[src/rtl/regfile_wb_arbiter.sv]
// Register file write-port arbiter: round-robin between ALU (A) and LSU (B) writeback,
// x0 suppression, stall, contention counter. Define REGFILE_WB_FWD_EN for write forwarding.
module regfile_wb_arbiter #(
  parameter int unsigned DATA_W     = 32,
  parameter int unsigned ADDR_W     = 5,
  parameter bit          PRIO_RESET = 1'b0
) (
  input  logic              clk,
  input  logic              rst_n,
  input  logic              a_valid,
  input  logic [ADDR_W-1:0] a_addr,
  input  logic [DATA_W-1:0] a_data,
  output logic              a_ready,
  input  logic              b_valid,
  input  logic [ADDR_W-1:0] b_addr,
  input  logic [DATA_W-1:0] b_data,
  output logic              b_ready,
  input  logic              wb_stall,
  input  logic [ADDR_W-1:0] rs1_addr,
  input  logic [ADDR_W-1:0] rs2_addr,
  output logic              wb_en,
  output logic [ADDR_W-1:0] wb_addr,
  output logic [DATA_W-1:0] wb_data,
  output logic              fwd1_hit,
  output logic [DATA_W-1:0] fwd1_data,
  output logic              fwd2_hit,
  output logic [DATA_W-1:0] fwd2_data,
  output logic [15:0]       contend_cnt
);

  // 0: A preferred on contention, 1: B preferred
  logic ptr_q;

  logic              contend;
  logic              xfer;
  logic [ADDR_W-1:0] xfer_addr;
  logic [DATA_W-1:0] xfer_data;

  assign contend = a_valid && b_valid && !wb_stall;

  always_comb begin
    a_ready   = 1'b0;
    b_ready   = 1'b0;
    xfer_addr = a_addr;
    xfer_data = a_data;
    if (rst_n && !wb_stall) begin
      a_ready = a_valid && (!b_valid || !ptr_q);
      b_ready = b_valid && (!a_valid || ptr_q);
    end
    if (b_ready) begin
      xfer_addr = b_addr;
      xfer_data = b_data;
    end
  end

  assign xfer = a_ready || b_ready;

  always_ff @(posedge clk or negedge rst_n) begin
    if (!rst_n) begin
      ptr_q       <= PRIO_RESET;
      wb_en       <= 1'b0;
      wb_addr     <= '0;
      wb_data     <= '0;
      contend_cnt <= '0;
    end else begin
      if (contend) begin
        ptr_q <= ~ptr_q;
        if (contend_cnt != 16'hFFFF) begin
          contend_cnt <= contend_cnt + 16'd1;
        end
      end
      wb_en <= xfer && (xfer_addr != '0);
      if (xfer) begin
        wb_addr <= xfer_addr;
        wb_data <= xfer_data;
      end
    end
  end

`ifdef REGFILE_WB_FWD_EN
  // Aligns with the register file's registered read: a read launched alongside a write
  // returns stale data one cycle later, and this flag replaces it.
  always_ff @(posedge clk or negedge rst_n) begin
    if (!rst_n) begin
      fwd1_hit  <= 1'b0;
      fwd1_data <= '0;
      fwd2_hit  <= 1'b0;
      fwd2_data <= '0;
    end else begin
      fwd1_hit  <= wb_en && (wb_addr == rs1_addr) && (rs1_addr != '0);
      fwd1_data <= wb_data;
      fwd2_hit  <= wb_en && (wb_addr == rs2_addr) && (rs2_addr != '0);
      fwd2_data <= wb_data;
    end
  end
`else
  logic unused_rs;
  assign unused_rs = ^{rs1_addr, rs2_addr};
  assign fwd1_hit  = 1'b0;
  assign fwd1_data = '0;
  assign fwd2_hit  = 1'b0;
  assign fwd2_data = '0;
`endif

endmodule

[config.mk]
export PLATFORM = sky130hd
export DESIGN_NAME = regfile_wb_arbiter
export DESIGN_NICKNAME = d
export VERILOG_FILES = /design/src/rtl/regfile_wb_arbiter.sv
export SDC_FILE = /design/constraint.sdc
export NUM_CORES = 1
export LEC_CHECK = 0
export BUFFER_PORTS_ARGS = -buffer_cell sky130_fd_sc_hd__buf_2
export CORE_ASPECT_RATIO = 1.1
export CORE_MARGIN = 5
export CORE_UTILIZATION = 45
export DETAILED_ROUTE_END_ITERATION = 8
export GPL_TIMING_DRIVEN = 0
export PLACE_DENSITY = 0.86
export SLEW_MARGIN = 20
export SYNTH_ARGS = -nofsm -noshare
export SYNTH_HDL_FRONTEND = slang
export SYNTH_SLANG_ARGS = --single-unit
[constraint.sdc]
create_clock -name clk -period 3.85 [get_ports clk]
set_clock_uncertainty 0.1 [all_clocks]
set_input_delay 0.5775 -clock clk [delete_from_list [all_inputs] [get_ports clk]]
set_output_delay 0.5775 -clock clk [all_outputs]
set_load 0.02 [all_outputs]
Word-level counts from Yosys, hierarchy flattened
Index checks and enable logic that the tools add are counted.
{"block": "classes", "addsub": 1, "n_eq_ne": 1, "mux": 4, "bitwise_logic": 1, "n_reduce_logical": 15}
{"operator": "$mux 32", "n": 1}
{"operator": "$add 16x1->16 const B", "n": 1}
{"operator": "$ne 16x16->1 const B", "n": 1}
{"operator": "$logic_and 1x1->1", "n": 6}
{"operator": "$mux 5", "n": 1}
{"operator": "$reduce_bool 5->1", "n": 1}
{"operator": "$logic_not 1->1", "n": 4}
{"operator": "$logic_or 1x1->1", "n": 3}
{"operator": "$mux 1", "n": 2}
{"operator": "$reduce_and 2->1", "n": 1}
{"operator": "$not 1->1", "n": 1}
{"block": "word_totals", "register_bits": 55, "input_bits": 89, "out_inout_bits": 122, "wordCells": 27}

Depth between registers and ports, before layout
{"block": "logic_depth", "word_depth": 7, "ltp_mapped": 6, "ltp_nobuf": 5}

Worst setup path before layout
No wires, ideal clock.
{"block": "synth_timing", "path_kind": "in2out", "startpoint": "input port rst_n", "endpoint": "output port b_ready", "arrival_time_ps": 1545, "required_time_ps": 3172, "slack_ps": 1627, "cell_stages": 5, "path_buffers": 2, "path_cell_list": "nor2b_1 > nand3_1 > clkbuf_1 > clkbuf_1 > inv_1"}
{"block": "synth_between", "elab_chain_len": 2}
{"element": "start, declared", "line_no": "9", "rtl": "input logic rst_n,"}
{"element": "$logic_and 1x1->1", "line_no": "46", "rtl": "if (rst_n && !wb_stall) begin"}
{"element": "$mux 1", "line_no": "46"}
{"element": "end, declared", "line_no": "17", "rtl": "output logic b_ready,"}
Every way passes these cells.

Worst setup path after layout
Ends and elaborated chain as after synthesis.

==> impl_metrics.yaml <==
sta:
  tns_ns: 0
  final.setup.worst_slack_ns: 0.812
  fmax_ghz: 0.329
  slew_headroom: 0.536
  finalCritPeriodShare: 0.789
  rsz0062_at_grt: "false"
  report.final.setup_viol: 0
  worst_pin_slew_ns: 0.696
  min_period_ns: 3.04
  drv_slew: 0
  timing.final.hold_violations: 0
synthesis:
  synth_top_area_frac: 0.439
  synth-async-reset-ratio: 1.00
  synth_cell_types: 38
  yosysTopAreaCell: "dfrtp_1"
  yosysSeqAreaShare: 0.439
  ys.flop_type: "dfrtp_1"
  post-synth-top-count-cell: "buf_4"
  ys_warn_count: 0
  synth_edf_count: 0
  ys_top_cells_by_area: "dfrtp_1, buf_4, mux2i_1"
  synth_cells: 320
  ys_ff_latch: 55
  syn_area_um2: 3130
  synth_area_per_cell_um2: 9.79
  yosys-top-cells-count: "buf_4, dfrtp_1, nor2_1"
layout:
  multiInputGateArea_um2: 1440
  area_delta_synth_final_pct: 35.9
  n_fill_cell: 583
  stdcell_count: 612
  drive_above_1_share: 0.410
  fin_nets: 616
  seqCellArea_um2: 1380
  final_util: 0.618
  n_antenna_cell: 0
die:
  ios: 211
  die_w_um: 89.5
  dieHeight_um: 97.5
  num_rows: 32
  core-area_um2: 6890
  die-area_um2: 8730
  initial_utilization: 0.455
setup_path:
  crit_path_end: "b_ready"
  reg2reg_slack_ns: 1.84
  worstSetupEndpointType: "output pin"
  worst_setup_path_start_kind: "primary input"
  r2r-end: "contend_cnt[12]"
  reg2reg_depth: 5
  crit_type: "in2out"
  timing.critical_path.from: "rst_n"
  cp.required_ns: 3.17
  worstPathArrival_ns: 2.36
  cp_max_fo: 56
  worstReg2RegStart: "contend_cnt[0]"
power:
  max-vdd-ir-drop_mv: 0.301
  power.internal_mw: 1.24
  combPwrFrac: 0.413
  power.share.clock: 0.169
  p_leak_nw: 2.55
  seqPwrFrac: 0.418
  p_switching_mw: 0.794
  switching_share: 0.390
  finalPower_mw: 2.03
  powerDensity_nw_per_um2: 478
cts:
  tritoncts: "done"
  clk_pin_slew_ns: 0.09
  cts_root_buf: "clkbuf_8"
  htree_levels: 2
  cts_sinks: 55
  insertion_delay_ns: 0.30
  ctsHoldBuffers: 0
  ctsResizeCount: 0
  cts_max_path_buffers: 2
  cts_buffers: 5
  postCtsSetupBuffers: 0
placement:
  place_congestion: 0.816
  io_buffers: 134
  dp_cells: 604
  dp_hpwl_um: 6570
  dp_slack_ns: 0.762
status:
  status: "completed"
flow_run:
  timing.max_cap.violations: 0
grt:
  grt_pass1_wl_um: 12500
  grt_usage: 0.175
  grt_pass1_vias: 2713
  antenna_found_initial: 0
  grt_max_degree: 57
  grt_overflow: 0
worst_hold_path:
  hold_class: "in2async"
drt:
  initialDrtViolationCount: 68
  avgViaCountPerCell: 4.44
  ant_nets: 0
  wl_per_cell_um: 12.9
  wl_um: 7920
  num_vias: 2719
  drtPass1Iterations: 4
  drc: 0
-- flip-flops by register name, indices dropped and copies added (netlist names) --
signal / cells
contend_cnt: 16
ptr_q: 1
wb_addr: 5
wb_data: 32
wb_en: 1
-- cells by family after synthesis --
kind of cell,Yosys count,share of synthesized area
and+or+nand+nor,87,0.145
buffers and inverters,82,0.180
DFF,55,0.439
AOI/OAI and AO/OA,44,0.0731
muxes,39,0.127
xor gates and xnor gates,11,0.0308
adders and majority gates,1,0.00399
other,1,0.00120
-- cell type report --
class	instances	area share
multi-input combinational	248	0.338
sequential	55	0.323
tap	85	0.0250
timing repair buffer	134	0.158
inverter	4	0.00353
clock buffer	8	0.0235
buffer	78	0.129
-- per-layer routing --
metal / GRT usage / wire (um) / up-vias
met2: 0.319 / 4110 / 123
met3: 0.0424 / 819 / 4
li1: - / - / 1369
met4: 0.0275 / 38 / 0
met5: 0 / 0 / -
met1: 0.205 / 2960 / 1223
-- stage by stage --
stage	area, um2	hold WS, ns
2_1_floorplan	3380	0.182
3_3_place_gp	4150	0.375
3_5_place_dp	4160	0.384
4_1_cts	4260	0.243
5_1_grt	4260	0.281
6_report	4260	0.228
-- power groups by stage --
| stage | logic, mW | clock network, mW | registers [mW] |
|---|---|---|---|
| 2_1_floorplan | 0.343 | 0 | 1.06 |
| 3_3_place_gp | 0.824 | 0 | 0.856 |
| 6_report | 0.839 | 0.344 | 0.851 |
| 4_1_cts | 0.847 | 0.354 | 0.852 |
| 3_5_place_dp | 0.847 | 0 | 0.863 |
| 5_1_grt | 0.915 | 0.374 | 0.875 |
-- cells in the final DEF (no fill, tap or decap), drive strengths merged, types with 2 or more instances in the layout --
cell type and count:
nand4 6, buf 206, nand2 5, conb 66
inv 4, and3 3, or4 3, mux2i 37
dfrtp 55, nand3 9, mux2 2, clkbuf 14
nor4 3, xnor2 4, a21oi 40, nor3 6
nor2 44, xor2 7
-- how the worst min path moves through the flow --
stage	start	depth (start not counted)	slack [ns]	to
global route	rst_n	1	0.28	wb_data[0]
detailed placement	ptr_q	1	0.38	ptr_q
CTS	rst_n	1	0.24	contend_cnt[1]
floorplan	rst_n	0	0.18	contend_cnt[0]
global placement	ptr_q	1	0.37	ptr_q
finish	rst_n	1	0.23	wb_data[0]
-- worst max-delay path, stage by stage --
cell and delay (ns):
buf_4 0.55, nor2b_1 0.25, nand3_1 0.17, clkbuf_1 0.26, clkbuf_1 0.28, inv_1 0.09
buf_2 0.16
Power figures use the tool's default switching activity.
